**src/rtl/clk_switch_pkg.sv**
```systemverilog
// clk_switch_pkg: state encoding and default timing constants for clk_switch_ctrl
package clk_switch_pkg;
  typedef enum logic [2:0] {INIT, IDLE, DRAIN, ARM, ERR} state_t;
  localparam int unsigned DEF_TIMEOUT_CYC = 1024;
  localparam int unsigned DEF_DWELL_CYC = 16;
endpackage

```
**src/rtl/sync_2ff.sv**
```systemverilog
// sync_2ff: two-flop synchroniser for one asynchronous status bit
// ports: clk, rst (sync, active-high, clears both flops), d (async in), q (synchronised out)
module sync_2ff (
  input  logic clk,
  input  logic rst,
  input  logic d,
  output logic q
);
  logic m;
  always_ff @(posedge clk)
    if (rst) {q, m} <= 2'b00;
    else {q, m} <= {m, d};
endmodule

```
**src/rtl/clk_switch_ctrl.sv**
```systemverilog
// clk_switch_ctrl: select-request handshake, switch confirmation and timeout for a glitch-free clock mux
// ports: clk, rst (sync, active-high); req_valid/req_sel/req_ready request handshake;
//   select to mux; en0_stat/en1_stat async mux path status; busy, done (pulse), err (sticky),
//   err_clr, cur_sel (last confirmed source)
// optional macro CLK_SWITCH_DWELL_EN: enforce DWELL_CYC idle cycles after a switch or error recovery
module clk_switch_ctrl
  import clk_switch_pkg::*;
#(
  parameter bit          RESET_SEL   = 1'b0,
  parameter int unsigned TIMEOUT_CYC = DEF_TIMEOUT_CYC,
  parameter int unsigned CNT_W       = 11,
  parameter int unsigned DWELL_CYC   = DEF_DWELL_CYC
) (
  input  logic clk,
  input  logic rst,
  input  logic req_valid,
  input  logic req_sel,
  output logic req_ready,
  output logic select,
  input  logic en0_stat,
  input  logic en1_stat,
  output logic busy,
  output logic done,
  output logic err,
  input  logic err_clr,
  output logic cur_sel
);
  state_t state, nxt;
  logic s0, s1, s_new, s_old, s_init, tmo, accept, dwell_ok;
  logic [CNT_W-1:0] cnt;
  sync_2ff u_sync0 (.clk(clk), .rst(rst), .d(en0_stat), .q(s0));
  sync_2ff u_sync1 (.clk(clk), .rst(rst), .d(en1_stat), .q(s1));
  // select already points at the new source while draining the old one
  assign s_new  = select ? s1 : s0;
  assign s_old  = select ? s0 : s1;
  assign s_init = RESET_SEL ? s1 : s0;
  assign tmo    = cnt == CNT_W'(TIMEOUT_CYC - 1);
  assign accept = req_valid & req_ready;
  assign err    = state == ERR;
`ifdef CLK_SWITCH_DWELL_EN
  localparam int DW_W = $clog2(DWELL_CYC + 2);
  logic [DW_W-1:0] dwell;
  always_ff @(posedge clk)
    if (rst) dwell <= '0;
    else if ((state == ARM || state == ERR) && nxt == IDLE) dwell <= DW_W'(DWELL_CYC);
    else if (dwell != '0) dwell <= dwell - 1'b1;
  assign dwell_ok = dwell == '0;
`else
  localparam int unsigned unused_dwell = DWELL_CYC;
  assign dwell_ok = 1'b1;
`endif
  // exit conditions take priority over the timeout in every waiting state
  always_comb begin
    nxt = state;
    req_ready = 1'b0;
    busy = 1'b0;
    case (state)
      INIT: begin
        busy = 1'b1;
        nxt = s_init ? IDLE : tmo ? ERR : INIT;
      end
      IDLE: begin
        req_ready = dwell_ok;
        nxt = (req_valid && dwell_ok && req_sel != cur_sel) ? DRAIN : IDLE;
      end
      DRAIN: begin
        busy = 1'b1;
        nxt = !s_old ? ARM : tmo ? ERR : DRAIN;
      end
      ARM: begin
        busy = 1'b1;
        nxt = s_new ? IDLE : tmo ? ERR : ARM;
      end
      ERR: nxt = err_clr ? IDLE : ERR;
      default: nxt = INIT;
    endcase
  end
  // the counter is zero in IDLE/ERR, so it starts from 0 on every DRAIN entry and runs on through ARM
  always_ff @(posedge clk)
    if (rst) begin
      state <= INIT;
      select <= RESET_SEL;
      cur_sel <= RESET_SEL;
      done <= 1'b0;
      cnt <= '0;
    end else begin
      state <= nxt;
      cnt <= busy ? cnt + 1'b1 : '0;
      done <= (accept && req_sel == cur_sel) || (state == ARM && s_new);
      if (accept && req_sel != cur_sel) select <= req_sel;
      if (state == ARM && s_new) cur_sel <= select;
      else if (state == ERR && err_clr) cur_sel <= s1 ? 1'b1 : s0 ? 1'b0 : cur_sel;
    end
endmodule

```
**config.mk**
```make
export PLATFORM = sky130hd
export DESIGN_NAME = clk_switch_ctrl
export DESIGN_NICKNAME = d
export VERILOG_FILES = /design/src/rtl/clk_switch_pkg.sv /design/src/rtl/sync_2ff.sv /design/src/rtl/clk_switch_ctrl.sv
export SDC_FILE = /design/constraint.sdc
export NUM_CORES = 1
export LEC_CHECK = 0
export ABC_AREA = 1
export BUFFER_PORTS_ARGS = -buffer_cell sky130_fd_sc_hd__buf_2
export CAP_MARGIN = 10
export CORE_UTILIZATION = 40
export DETAILED_ROUTE_END_ITERATION = 8
export GPL_ROUTABILITY_DRIVEN = 0
export GPL_TIMING_DRIVEN = 1
export SLEW_MARGIN = 20
export SYNTH_ARGS = -nofsm -noshare
export SYNTH_HDL_FRONTEND = slang
export SYNTH_SLANG_ARGS = --single-unit
```
**constraint.sdc**
```tcl
create_clock -name clk -period 1.5 [get_ports clk]
set_clock_uncertainty 0.05 [all_clocks]
set_input_delay 0.225 -clock clk [delete_from_list [all_inputs] [get_ports clk]]
set_output_delay 0.225 -clock clk [all_outputs]
set_load 0.005 [all_outputs]
```
Word-level counts from Yosys, hierarchy flattened
Index checks and enable logic that the tools add are counted.
{ "word_totals": {"inputBits": 7, "ff_bits": 21, "output_inout_bits": 6} }
{ "op_classes": {"n_reduce_logical": 12, "eq_ne": 7, "bitwise_logic": 2, "add_sub_neg": 1, "n_mux": 17} }
{ "ops": {"columns": ["cell", "count"], "rows": [
  ["2-to-1 mux 3 bit", 7],
  ["case mux 3 bit (5 select lines)", 1],
  ["adder 11 x 1 -> 11 bit (second input constant)", 1],
  ["equality test 11 x 10 -> 1 bit (second input constant)", 1],
  ["2-to-1 mux 1 bit", 8],
  ["equality test 3 x 2 -> 1 bit (second input constant)", 2],
  ["logical AND 1 bit", 5],
  ["equality test 3 x 1 -> 1 bit (second input constant)", 1],
  ["equality test 3 bit (second input constant)", 1],
  ["logical NOT 3 bit", 1],
  ["nonzero test 3 bit", 1],
  ["OR reduction 3 bit", 1],
  ["2-to-1 mux 2 bit", 1],
  ["AND reduction 2 bit", 1],
  ["nonzero test 2 bit", 1],
  ["OR reduction 2 bit", 1],
  ["AND 1 bit", 1],
  ["equality test 1 bit", 1],
  ["logical OR 1 bit", 1],
  ["!= test 1 bit", 1],
  ["NOT 1 bit", 1]
]} }

Longest topological paths before layout
{ "logic_depth": {"word_depth": 5, "ltp_mapped": 9, "mapped_depth_nobuf": 9} }

Hierarchy
Synthesis repeated with hierarchy kept, for this count alone.
{ "unflattened": {"hier_cells": 150, "hier_area_um2": 1066.0} }
{ "modules_own_cells": {"columns": ["mod", "area_each_um2", "cells_each", "instances"], "rows": [
  ["clk_switch_ctrl", 955.9, 138, 1],
  ["sync_2ff", 55.1, 6, 2]
]} }

Least setup slack after synthesis
OpenSTA, ideal clock, no wires.
{ "synth_path": {"kind": "flip-flop to flip-flop", "start": "reg cnt[0]", "end": "reg state[1]", "arrival_time_ns": 1.105, "setup_slack_ns": 0.219, "period_less_slack_ns": 1.281, "path_stages_with_launch": 9, "n_path_buf": 0, "required_ns": 1.324, "path_cell_list": "dfxtp_1 ha_1 nand2_1 nor2_2 nand3_1 nor2_1 nor2_1 nor2_1 nor2_1"} }
{ "synth_between": {"elab_chain_cells": 4, "word_cells_on_any_way": 6, "cone_classes": "eq/ne: 1; mux: 5"} }
{ "synth_rtl": {"columns": ["item", "line", "text"], "rows": [
  ["start: declaration", "clk_switch_ctrl.sv:30", "logic [CNT_W-1:0] cnt;"],
  ["start signal: assignment", "clk_switch_ctrl.sv:88", "cnt <= busy ? cnt + 1'b1 : '0;"],
  ["equality test 11 x 10 -> 1 bit *", "clk_switch_ctrl.sv:37", "assign tmo = cnt == CNT_W'(TIMEOUT_CYC - 1);"],
  ["2-to-1 mux 3 bit (on tied branches) (2 in series)", "clk_switch_ctrl.sv:72, clk_switch_ctrl.sv:68", null],
  ["case mux 3 bit (5 select lines) *", "clk_switch_ctrl.sv:57", "case (state)"],
  ["end signal: assignment", "clk_switch_ctrl.sv:87", "state <= nxt;"],
  ["end: declaration", "clk_switch_ctrl.sv:28", "state_t state, nxt;"]
]} }
Every way passes the cells marked *; elsewhere a longest branch is shown, timed or not.
A chain may end at the register's enable or synchronous reset.

Worst setup path after layout
{ "layout_path": {"start": "reg state[0]", "end": "out req_ready"} }
{ "layout_between": {"elab_chain_cells": 2} }
{ "layout_rtl": {"columns": ["item", "line", "text"], "rows": [
  ["equality test 3 x 1 -> 1 bit", "clk_switch_ctrl.sv:57", null],
  ["2-to-1 mux 1 bit", "clk_switch_ctrl.sv:57", null],
  ["end: declaration", "clk_switch_ctrl.sv:18", "output logic req_ready,"]
]} }
No other way between the ends.

==> impl_metrics.json <==
{
  "design_area_um2": 1110,
  "antenna_found_initial": 0,
  "diodes": 0,
  "endpoint": "req_ready",
  "start_util_pct": 42.8,
  "wl_per_cell_um": 9.47,
  "crit_chain": "inv_2 > nor3_4 > buf_2",
  "syn-mean-instance-area_um2": 6.80,
  "gr-total-overflow": 0,
  "ys_ff_latch": 21,
  "grt_pass1_wl_um": 3130,
  "cp-startpoint": "state[0]$_SDFF_PP0_",
  "mostFrequentLayoutCells": "32 x nand2_1, 25 x nor2_1, 18 x inv_1",
  "die-width_um": 51.1,
  "stdcell_count": 186,
  "power.density_nw_per_um2": 855,
  "area_growth_pct": 14.9,
  "tightest_slew_ns": 0.270,
  "whs_ns": 0.0608,
  "timing.critical_path.required_ns": 1.22,
  "cts_inserted_buffers": 3,
  "vdd_drop_max_mv": 0.535,
  "critPathArrivalTime_ns": 1.10,
  "crit_path_max_incr_delay_ns": 0.40,
  "rsz0062_at_grt": "false",
  "dieHeight_um": 51.1,
  "drt-total-wl_um": 1760,
  "worst_r2r_path_depth": 8,
  "grt_max_degree": 12,
  "grt_usage_pct": 16.1,
  "synthDistinctLibCells": 19,
  "swShare_pct": 24.6,
  "layout_commonest_cell": "nand2_1",
  "yosys.area.top_type": "dfxtp_1",
  "power_frac_seq_pct": 62.0,
  "hold_buffers": 0,
  "clk_latency_ns": 0.30,
  "viasPerCell": 4.64,
  "status": "completed",
  "p_leak_nw": 0.492,
  "slew_violations": 0,
  "setup_violations": 0,
  "drc": 0,
  "p_comb_share_pct": 9.4,
  "netlist.area_leader.share_pct": 43.5,
  "final_layout_size_suffix_gt1_share_pct": 19.0,
  "netlist_area_um2": 966,
  "path_buf_inv": 2,
  "crit_slowest_cell": "dfxtp_2",
  "cp.depth": 3,
  "reg2reg_from": "cnt[0]$_SDFF_PP0_",
  "rows": 17,
  "ant_nets": 0,
  "final.min_clock_period_ns": 1.38,
  "cp_top_family": "flip-flops",
  "path_max_fanout": 6,
  "r2r_slack_ns": 0.13,
  "p_sw_mw": 0.234,
  "finalHoldViolCount": 0,
  "path_clk_slew_ns": 0.11,
  "ios": 13,
  "cts.sink_count": 21,
  "nets": 167,
  "max_freq_mhz": 726,
  "dr_total_vias": 863,
  "pwr-share-clk_pct": 28.5,
  "criticalPathCategory": "reg -> out",
  "core-area_um2": 2250,
  "cp-end-kind": "output pin",
  "timing.final.crit_share_pct": 91.8,
  "synth_nets": 150,
  "synthCells": 142,
  "numPortBuffers": 12,
  "regToRegEndpoint": "state[1]$_SDFF_PP0_",
  "dpl-instance-area_um2": 1060,
  "p_int_mw": 0.715,
  "setup.worst_path.start_class": "flip-flop",
  "yosysWarnings": 0,
  "post-cts-setup-buffers": 0,
  "clock_path_buffers": 2,
  "drv_cap": 0,
  "hp-class": "in -> reg",
  "cts_tree": "built",
  "cts_max_level": 1,
  "dp.cells": 182,
  "firstDrtPassIters": 4,
  "synth_seq_area_share_pct": 43.5,
  "slew_headroom_pct": 81.9,
  "fp.dieArea_um2": 2620,
  "synth_area_leaders": "dfxtp_1 44%, nand2_1 12%, nor2_1 9.7%",
  "dp_hpwl_um": 1400,
  "drtIter0Drc": 16,
  "grt_pass1_vias": 756,
  "cts-root-buf": "clkbuf_4"
}
-- cell usage after synthesis --
library cell	n
nand2_1	32
nor2_1	25
dfxtp_1	21
inv_1	18
nand3_1	9
a21oi_1	8
o21ai_1	8
inv_2	4
nor2_2	3
nor3_1	3
xor2_1	3
clkbuf_1	1
ha_1	1
nand2_2	1
nand3_2	1
nand3b_1	1
nand4_1	1
nor3_2	1
nor3b_1	1
-- timing repair --
item	CTS	global route
resized for setup	0	7
gates cloned	0	0
pin swaps	0	0
endpoints found under the setup margin	1	6
-- per-layer routing --
layer / part of all wire (%) / up-vias / GRT usage, %
li1: - / 474 / -
met2: 42 / 26 / 24.8
met4: 1.6 / 0 / 8.33
met5: 0 / - / 0
met3: 6.0 / 4 / 2.68
met1: 50 / 359 / 21.4
-- cell type report --
type / count / area, µm²
clock buffers: 4 / 26.3
fillers: 248 / 1140
inverters: 22 / 82.6
multi-input cells: 98 / 470
flip-flops and latches: 21 / 428
well taps: 28 / 35.0
repair buffers: 13 / 67.6
-- tightest hold or removal path: stages --
cell    delay [ns]
buf_2         0.09
inv_1         0.04
nor2_1        0.03
-- state kept, by name (all words and copies together), names as in the netlist --
register	cells
u_sync1.m	1
cnt	11
done	1
state	3
u_sync0.m	1
cur_sel	1
u_sync0.q	1
select	1
u_sync1.q	1
-- worst min path at each step --
stage	slack (ns)	end	depth (start not counted)	startpoint
2_1_floorplan	0.28	u_sync0.m$_SDFF_PP0_	2	en0_stat
3_3_place_gp	0.34	u_sync1.q$_SDFF_PP0_	2	u_sync1.m$_SDFF_PP0_
3_5_place_dp	0.35	u_sync1.q$_SDFF_PP0_	2	u_sync1.m$_SDFF_PP0_
4_1_cts	0.05	u_sync0.m$_SDFF_PP0_	3	en0_stat
5_1_grt	0.05	u_sync0.m$_SDFF_PP0_	3	en0_stat
6_report	0.06	u_sync0.m$_SDFF_PP0_	3	en0_stat
-- stage by stage --
stage / power (mW) / util (%) / setup WS (ns) / setup TNS [ns]
floorplan: 0.660 / - / 0.219 / 0
global placement: 0.688 / 47.2 / 0.164 / 0
detailed placement: 0.691 / 47.2 / 0.109 / 0
CTS: 0.960 / 48.4 / -0.0199 / -0.0199
global route: 1.01 / 49.2 / 0.0151 / 0
finish: 0.949 / 49.2 / 0.123 / 0
-- kinds of logic (layout without fill, tap and decap cells) --
| logic type | count (synthesis) | count (layout) | share of synthesized area [%] |
|---|---|---|---|
| flip-flops | 21 | 21 | 43.5 |
| AND/OR/NAND/NOR | 78 | 78 | 35.2 |
| buffers and inverters | 23 | 39 | 8.94 |
| XOR/XNOR | 3 | 3 | 2.72 |
| AO/OA/AOI/OAI | 16 | 16 | 8.29 |
| adder cells (fa/ha/maj) | 1 | 1 | 1.30 |
-- power groups by stage --
stage	Combinational (mW)	Clock (mW)	Sequential [mW]
3_5_place_dp	0.0891	0	0.602
5_1_grt	0.105	0.316	0.592
6_report	0.0895	0.271	0.589
4_1_cts	0.0894	0.281	0.589
3_3_place_gp	0.0874	0	0.601
2_1_floorplan	0.0610	0	0.599
No activity file was read; power rests on OpenSTA's default activity.
